<file path="src/rtl/thunderbird_seq_if.sv">
// Request/lamp bundle between the turn-signal switches and the Thunderbird tail-light sequencer.
// The master drives the three requests; the slave (the sequencer) drives the six lamps.
interface thunderbird_seq_if;
   logic left;
   logic right;
   logic haz;
   logic LC;
   logic LB;
   logic LA;
   logic RA;
   logic RB;
   logic RC;

   modport master (
      output left, right, haz,
      input  LC, LB, LA, RA, RB, RC
   );

   modport slave (
      input  left, right, haz,
      output LC, LB, LA, RA, RB, RC
   );
endinterface

</file>
<file path="src/rtl/thunderbird_seq.sv">
// Thunderbird tail-light sequencer: prescaled Moore FSM producing the three-lamp sweep.
// Lamps are a pure decode of the state register; inputs are only looked at on prescaler ticks.
module thunderbird_seq #(
   parameter int unsigned TICK_DIV = 4
) (
   input  logic             clk,
   input  logic             reset,
   thunderbird_seq_if.slave bus
);

   localparam int unsigned   CW   = (TICK_DIV > 1) ? $clog2(TICK_DIV) : 1;
   localparam logic [CW-1:0] LAST = CW'(TICK_DIV - 1);

   typedef enum logic [2:0] {
      IDLE = 3'd0,
      L1   = 3'd1,
      L2   = 3'd2,
      L3   = 3'd3,
      R1   = 3'd4,
      R2   = 3'd5,
      R3   = 3'd6,
      LR3  = 3'd7
   } state_t;

   logic [CW-1:0] cnt;
   logic          tick;
   state_t        state;
   state_t        state_nx;
   logic [5:0]    lamps;

   // Free-running; a divider of 1 keeps cnt at 0 so tick stays high.
   assign tick = (cnt == LAST);

   always_ff @(posedge clk) begin
      if (reset) begin
         cnt <= '0;
      end else if (tick) begin
         cnt <= '0;
      end else begin
         cnt <= cnt + 1'b1;
      end
   end

   always_ff @(posedge clk) begin
      if (reset) begin
         state <= IDLE;
      end else if (tick) begin
         state <= state_nx;
      end
   end

   always_comb begin
      state_nx = IDLE;
      case (state)
         IDLE: begin
            if (bus.haz || (bus.left && bus.right)) begin
               state_nx = LR3;
            end else if (bus.left) begin
               state_nx = L1;
            end else if (bus.right) begin
               state_nx = R1;
            end else begin
               state_nx = IDLE;
            end
         end
         L1:      state_nx = bus.haz ? LR3 : L2;
         L2:      state_nx = bus.haz ? LR3 : L3;
         L3:      state_nx = IDLE;
         R1:      state_nx = bus.haz ? LR3 : R2;
         R2:      state_nx = bus.haz ? LR3 : R3;
         R3:      state_nx = IDLE;
         LR3:     state_nx = IDLE;
         default: state_nx = IDLE;
      endcase
   end

   // Bit order: {LC, LB, LA, RA, RB, RC}
   always_comb begin
      lamps = '0;
      case (state)
         L1:      lamps = 6'b001_000;
         L2:      lamps = 6'b011_000;
         L3:      lamps = 6'b111_000;
         R1:      lamps = 6'b000_100;
         R2:      lamps = 6'b000_110;
         R3:      lamps = 6'b000_111;
         LR3:     lamps = 6'b111_111;
         default: lamps = '0;
      endcase
   end

   assign bus.LC = lamps[5];
   assign bus.LB = lamps[4];
   assign bus.LA = lamps[3];
   assign bus.RA = lamps[2];
   assign bus.RB = lamps[1];
   assign bus.RC = lamps[0];

endmodule

</file>
<file path="src/flat_wrapper.sv">
// flat-port wrapper written by rule: the top's interface ports become plain ports
module thunderbird_seq_flat 
#(
   parameter int unsigned TICK_DIV = 4
)
  (clk, reset, bus_left, bus_right, bus_haz, bus_LC, bus_LB, bus_LA, bus_RA, bus_RB, bus_RC);
  thunderbird_seq_if bus_i ();
  input  logic clk;
  input  logic reset;
  input wire logic [$bits(bus_i.left)-1:0] bus_left;
  input wire logic [$bits(bus_i.right)-1:0] bus_right;
  input wire logic [$bits(bus_i.haz)-1:0] bus_haz;
  output wire logic [$bits(bus_i.LC)-1:0] bus_LC;
  output wire logic [$bits(bus_i.LB)-1:0] bus_LB;
  output wire logic [$bits(bus_i.LA)-1:0] bus_LA;
  output wire logic [$bits(bus_i.RA)-1:0] bus_RA;
  output wire logic [$bits(bus_i.RB)-1:0] bus_RB;
  output wire logic [$bits(bus_i.RC)-1:0] bus_RC;
  assign bus_i.left = bus_left;
  assign bus_i.right = bus_right;
  assign bus_i.haz = bus_haz;
  assign bus_LC = bus_i.LC;
  assign bus_LB = bus_i.LB;
  assign bus_LA = bus_i.LA;
  assign bus_RA = bus_i.RA;
  assign bus_RB = bus_i.RB;
  assign bus_RC = bus_i.RC;
  thunderbird_seq #(.TICK_DIV(TICK_DIV)) u_core (.clk(clk), .reset(reset), .bus(bus_i));
endmodule
</file>
<file path="config.mk">
export PLATFORM = sky130hd
export DESIGN_NAME = thunderbird_seq_flat
export DESIGN_NICKNAME = d
export VERILOG_FILES = /design/src/rtl/thunderbird_seq_if.sv /design/src/rtl/thunderbird_seq.sv /design/src/flat_wrapper.sv
export SDC_FILE = /design/constraint.sdc
export NUM_CORES = 1
export LEC_CHECK = 0
export BUFFER_PORTS_ARGS = -buffer_cell sky130_fd_sc_hd__buf_2
export CORE_AREA = 8 8 45 47
export CTS_CLUSTER_SIZE = 20
export DETAILED_ROUTE_END_ITERATION = 10
export DIE_AREA = 0 0 53 55
export SLEW_MARGIN = 15
export SYNTH_ARGS = -nofsm -noshare
export SYNTH_HDL_FRONTEND = slang
export SYNTH_SLANG_ARGS = --single-unit
export TNS_END_PERCENT = 30
</file>
<file path="constraint.sdc">
create_clock -name clk -period 2.2 [get_ports clk]
set_input_delay 0.11 -clock clk [delete_from_list [all_inputs] [get_ports clk]]
set_output_delay 0.11 -clock clk [all_outputs]
set_load 0.01 [all_outputs]
</file>
==> out/qor.yml <==
synth_nets: 45
grt_pass1_vias: 256
htreeDepth: 1
switching_share_pct: 25.33
hold_path_depth: 2
critPathKind: "register to primary output"
maxSlewViolCount: 0
clockBufferDepth: 2
clk_latency_ns: 0.24
placed_area_sq_um: 349.1
ff2ff_path_depth: 3
finalHoldViolCount: 0
ys_warn_count: 0
finalCritPeriodShare_pct: 63.40
synthCells: 39
pwr-share-comb_pct: 15.7
min_to: "u_core.state[2]$_SDFFE_PP0P_"
num_rows: 14
start_util_pct: 21.70
diodes: 0
post_cts_buffers: 0
die_area_sq_um: 2915
powerDensity_nw_per_um2: 672.2
setup_tns_ns: 0
met3_length_microns: 50
reg2reg_setup_slack_ns: 0.88
status: "complete, no violations"
post_cts_resized: 0
final_common_cell: "buf_2"
route.met2.wl_microns: 285
ant_nets: 0
ys_types: 22
boundaryPins: 11
cp-end-kind: "primary output"
clkTransAtPathRegs_ns: 0.05
fmax_ghz: 0.7169
fin_crit_ns: 1.395
worstSetupStartpointType: "register"
maxCapViolCount: 0
min_from: "reset"
synth_area_sq_um: 300.3
place_congestion: 0.7694
utilization_pct: 27.12
maxSlewHeadroom_pct: 78.88
p_seq_share_pct: 43.0
grt_overflow_total: 0
hold_class: "input port to register"
drc_errors: 0
syn_to_final_growth_pct: 25.00
avgSynthCellArea_sq_um: 7.700
cp.required_ns: 2.09
numCtsBuffers: 3
wl_met1_microns: 288
r2r_start: "u_core.state[1]$_SDFFE_PP0P_"
setup_violations: 0
hpwlAfterDp_microns: 507.8
power_frac_clock_pct: 41.3
final_cell_mix: "buf_2, nor2_1, dfxtp_1, nand2_1"
p_leak_nw: 0.1752
antenna_found_initial: 0
tightest_slew_ns: 0.3164
drive_gt1_share_pct: 28.57
final_area_sq_um: 375.4
drt-total-wl_microns: 623
cts_sinks: 5
routedWlPerCell_microns: 9.585
worst_hold_slack_ns: 0.08918
vias: 271
route.detailed.vias_per_inst: 4.169
fin_worst_skew_ns: 0.005137
cts_hold_buf: 0
worstPathArrival_ns: 1.28
crit_path_max_fanout: 9
seq_area_frac_synth_pct: 33.33
clockRootBuffer: "clkbuf_4"
core_area_sq_um: 1384
grt_pass1_wl_microns: 986
finalPower_mw: 0.2523
cts_tree: "yes"
top_layer: "met3"
port_buffers: 10
p_int_mw: 0.1884
synth_seq_cells: 5
p_sw_mw: 0.06392
ir_drop_mv: 0.1960
grt_start_max_net_pins: 13
fp.dieH_microns: 55
grtUsageTotal_pct: 4.707
drt_iter0_drc: 4
firstDrtPassIters: 4
worst_r2r_endpoint: "u_core.state[0]$_SDFFE_PP0P_"
nets: 56
rsz0062_at_grt: "no"
die_w_microns: 53
-- per-layer routing --
metal  up-vias  global-route usage [%]
li1        151                       -
met2         7                   7.422
met4         0                   5.172
met5         -                       0
met1       113                   4.733
met3         0                   1.337
-- sequential cells by signal, summed over array words and instances, names as in the netlist --
register / cells
u_core.cnt: 2
u_core.state: 3
-- per-stage QoR --
step / std cells / worst slack (ns)
after floorplan: 39 / 1.012
after global placement: 61 / 0.9185
after detailed placement: 61 / 0.8915
after CTS: 65 / 0.7919
after global routing: 65 / 0.7328
final: 65 / 0.8052
-- cell usage after synthesis, drive strengths merged --
master       count  share of area (%)
a21boi           1                2.5
a311oi           1                2.9
a31oi            2                4.2
and2             1                2.1
and2b            1                2.9
clkbuf           3                3.7
dfxtp            5                 33
dlygate4sd3      1                3.3
ha               1                4.2
inv              3                3.7
maj3             1                3.3
nand2            4                5.0
nand2b           1                2.1
nand3b           1                2.5
nor2             5                6.3
nor2b            1                2.1
nor3             2                3.3
nor3b            1                2.5
o211a            1                3.3
o211ai           1                2.5
o21ai            1                1.7
or4              1                2.5
-- power groups by stage --
stage / clock network, mW / logic (mW) / registers, mW
floorplan: 0 / 0.0329 / 0.105
global placement: 0 / 0.0394 / 0.110
detailed placement: 0 / 0.0401 / 0.110
CTS: 0.109 / 0.0402 / 0.109
global route: 0.114 / 0.0464 / 0.110
finish: 0.104 / 0.0395 / 0.109
-- area by class of cell --
type,count,area [sq um]
multi-input cells,27,167.7
inverters,3,11.26
well taps,16,20.02
fillers,164,1008
repair buffers,10,50.05
clock buffers,4,26.28
flip-flops and latches,5,100.1
-- how the worst max path moves through the flow --
stage	from	to	slack (ns)	depth (start not counted)
2_1_floorplan	u_core.state[2]$_SDFFE_PP0P_	u_core.state[0]$_SDFFE_PP0P_	1.01	3
3_3_place_gp	u_core.state[1]$_SDFFE_PP0P_	u_core.state[0]$_SDFFE_PP0P_	0.92	3
3_5_place_dp	u_core.state[1]$_SDFFE_PP0P_	u_core.state[0]$_SDFFE_PP0P_	0.89	3
4_1_cts	u_core.state[2]$_SDFFE_PP0P_	bus_LA	0.79	3
5_1_grt	u_core.state[2]$_SDFFE_PP0P_	bus_LA	0.73	3
6_report	u_core.state[2]$_SDFFE_PP0P_	bus_LA	0.81	3
-- critical path: stages, from the launching register on --
cell,delay (ns)
dfxtp_1,0.46
inv_1,0.10
maj3_1,0.34
buf_2,0.14
-- cells by family (layout without fill, tap and decap cells) --
family,Yosys count,in the layout,share of synthesized area (%)
AOI/OAI and AO/OA,7,7,17.08
adders and majority gates,2,2,7.499
buffers and inverters,7,17,10.83
DFF,5,5,33.33
and+or+nand+nor,18,18,31.26
Power figures use the tool's default switching activity.
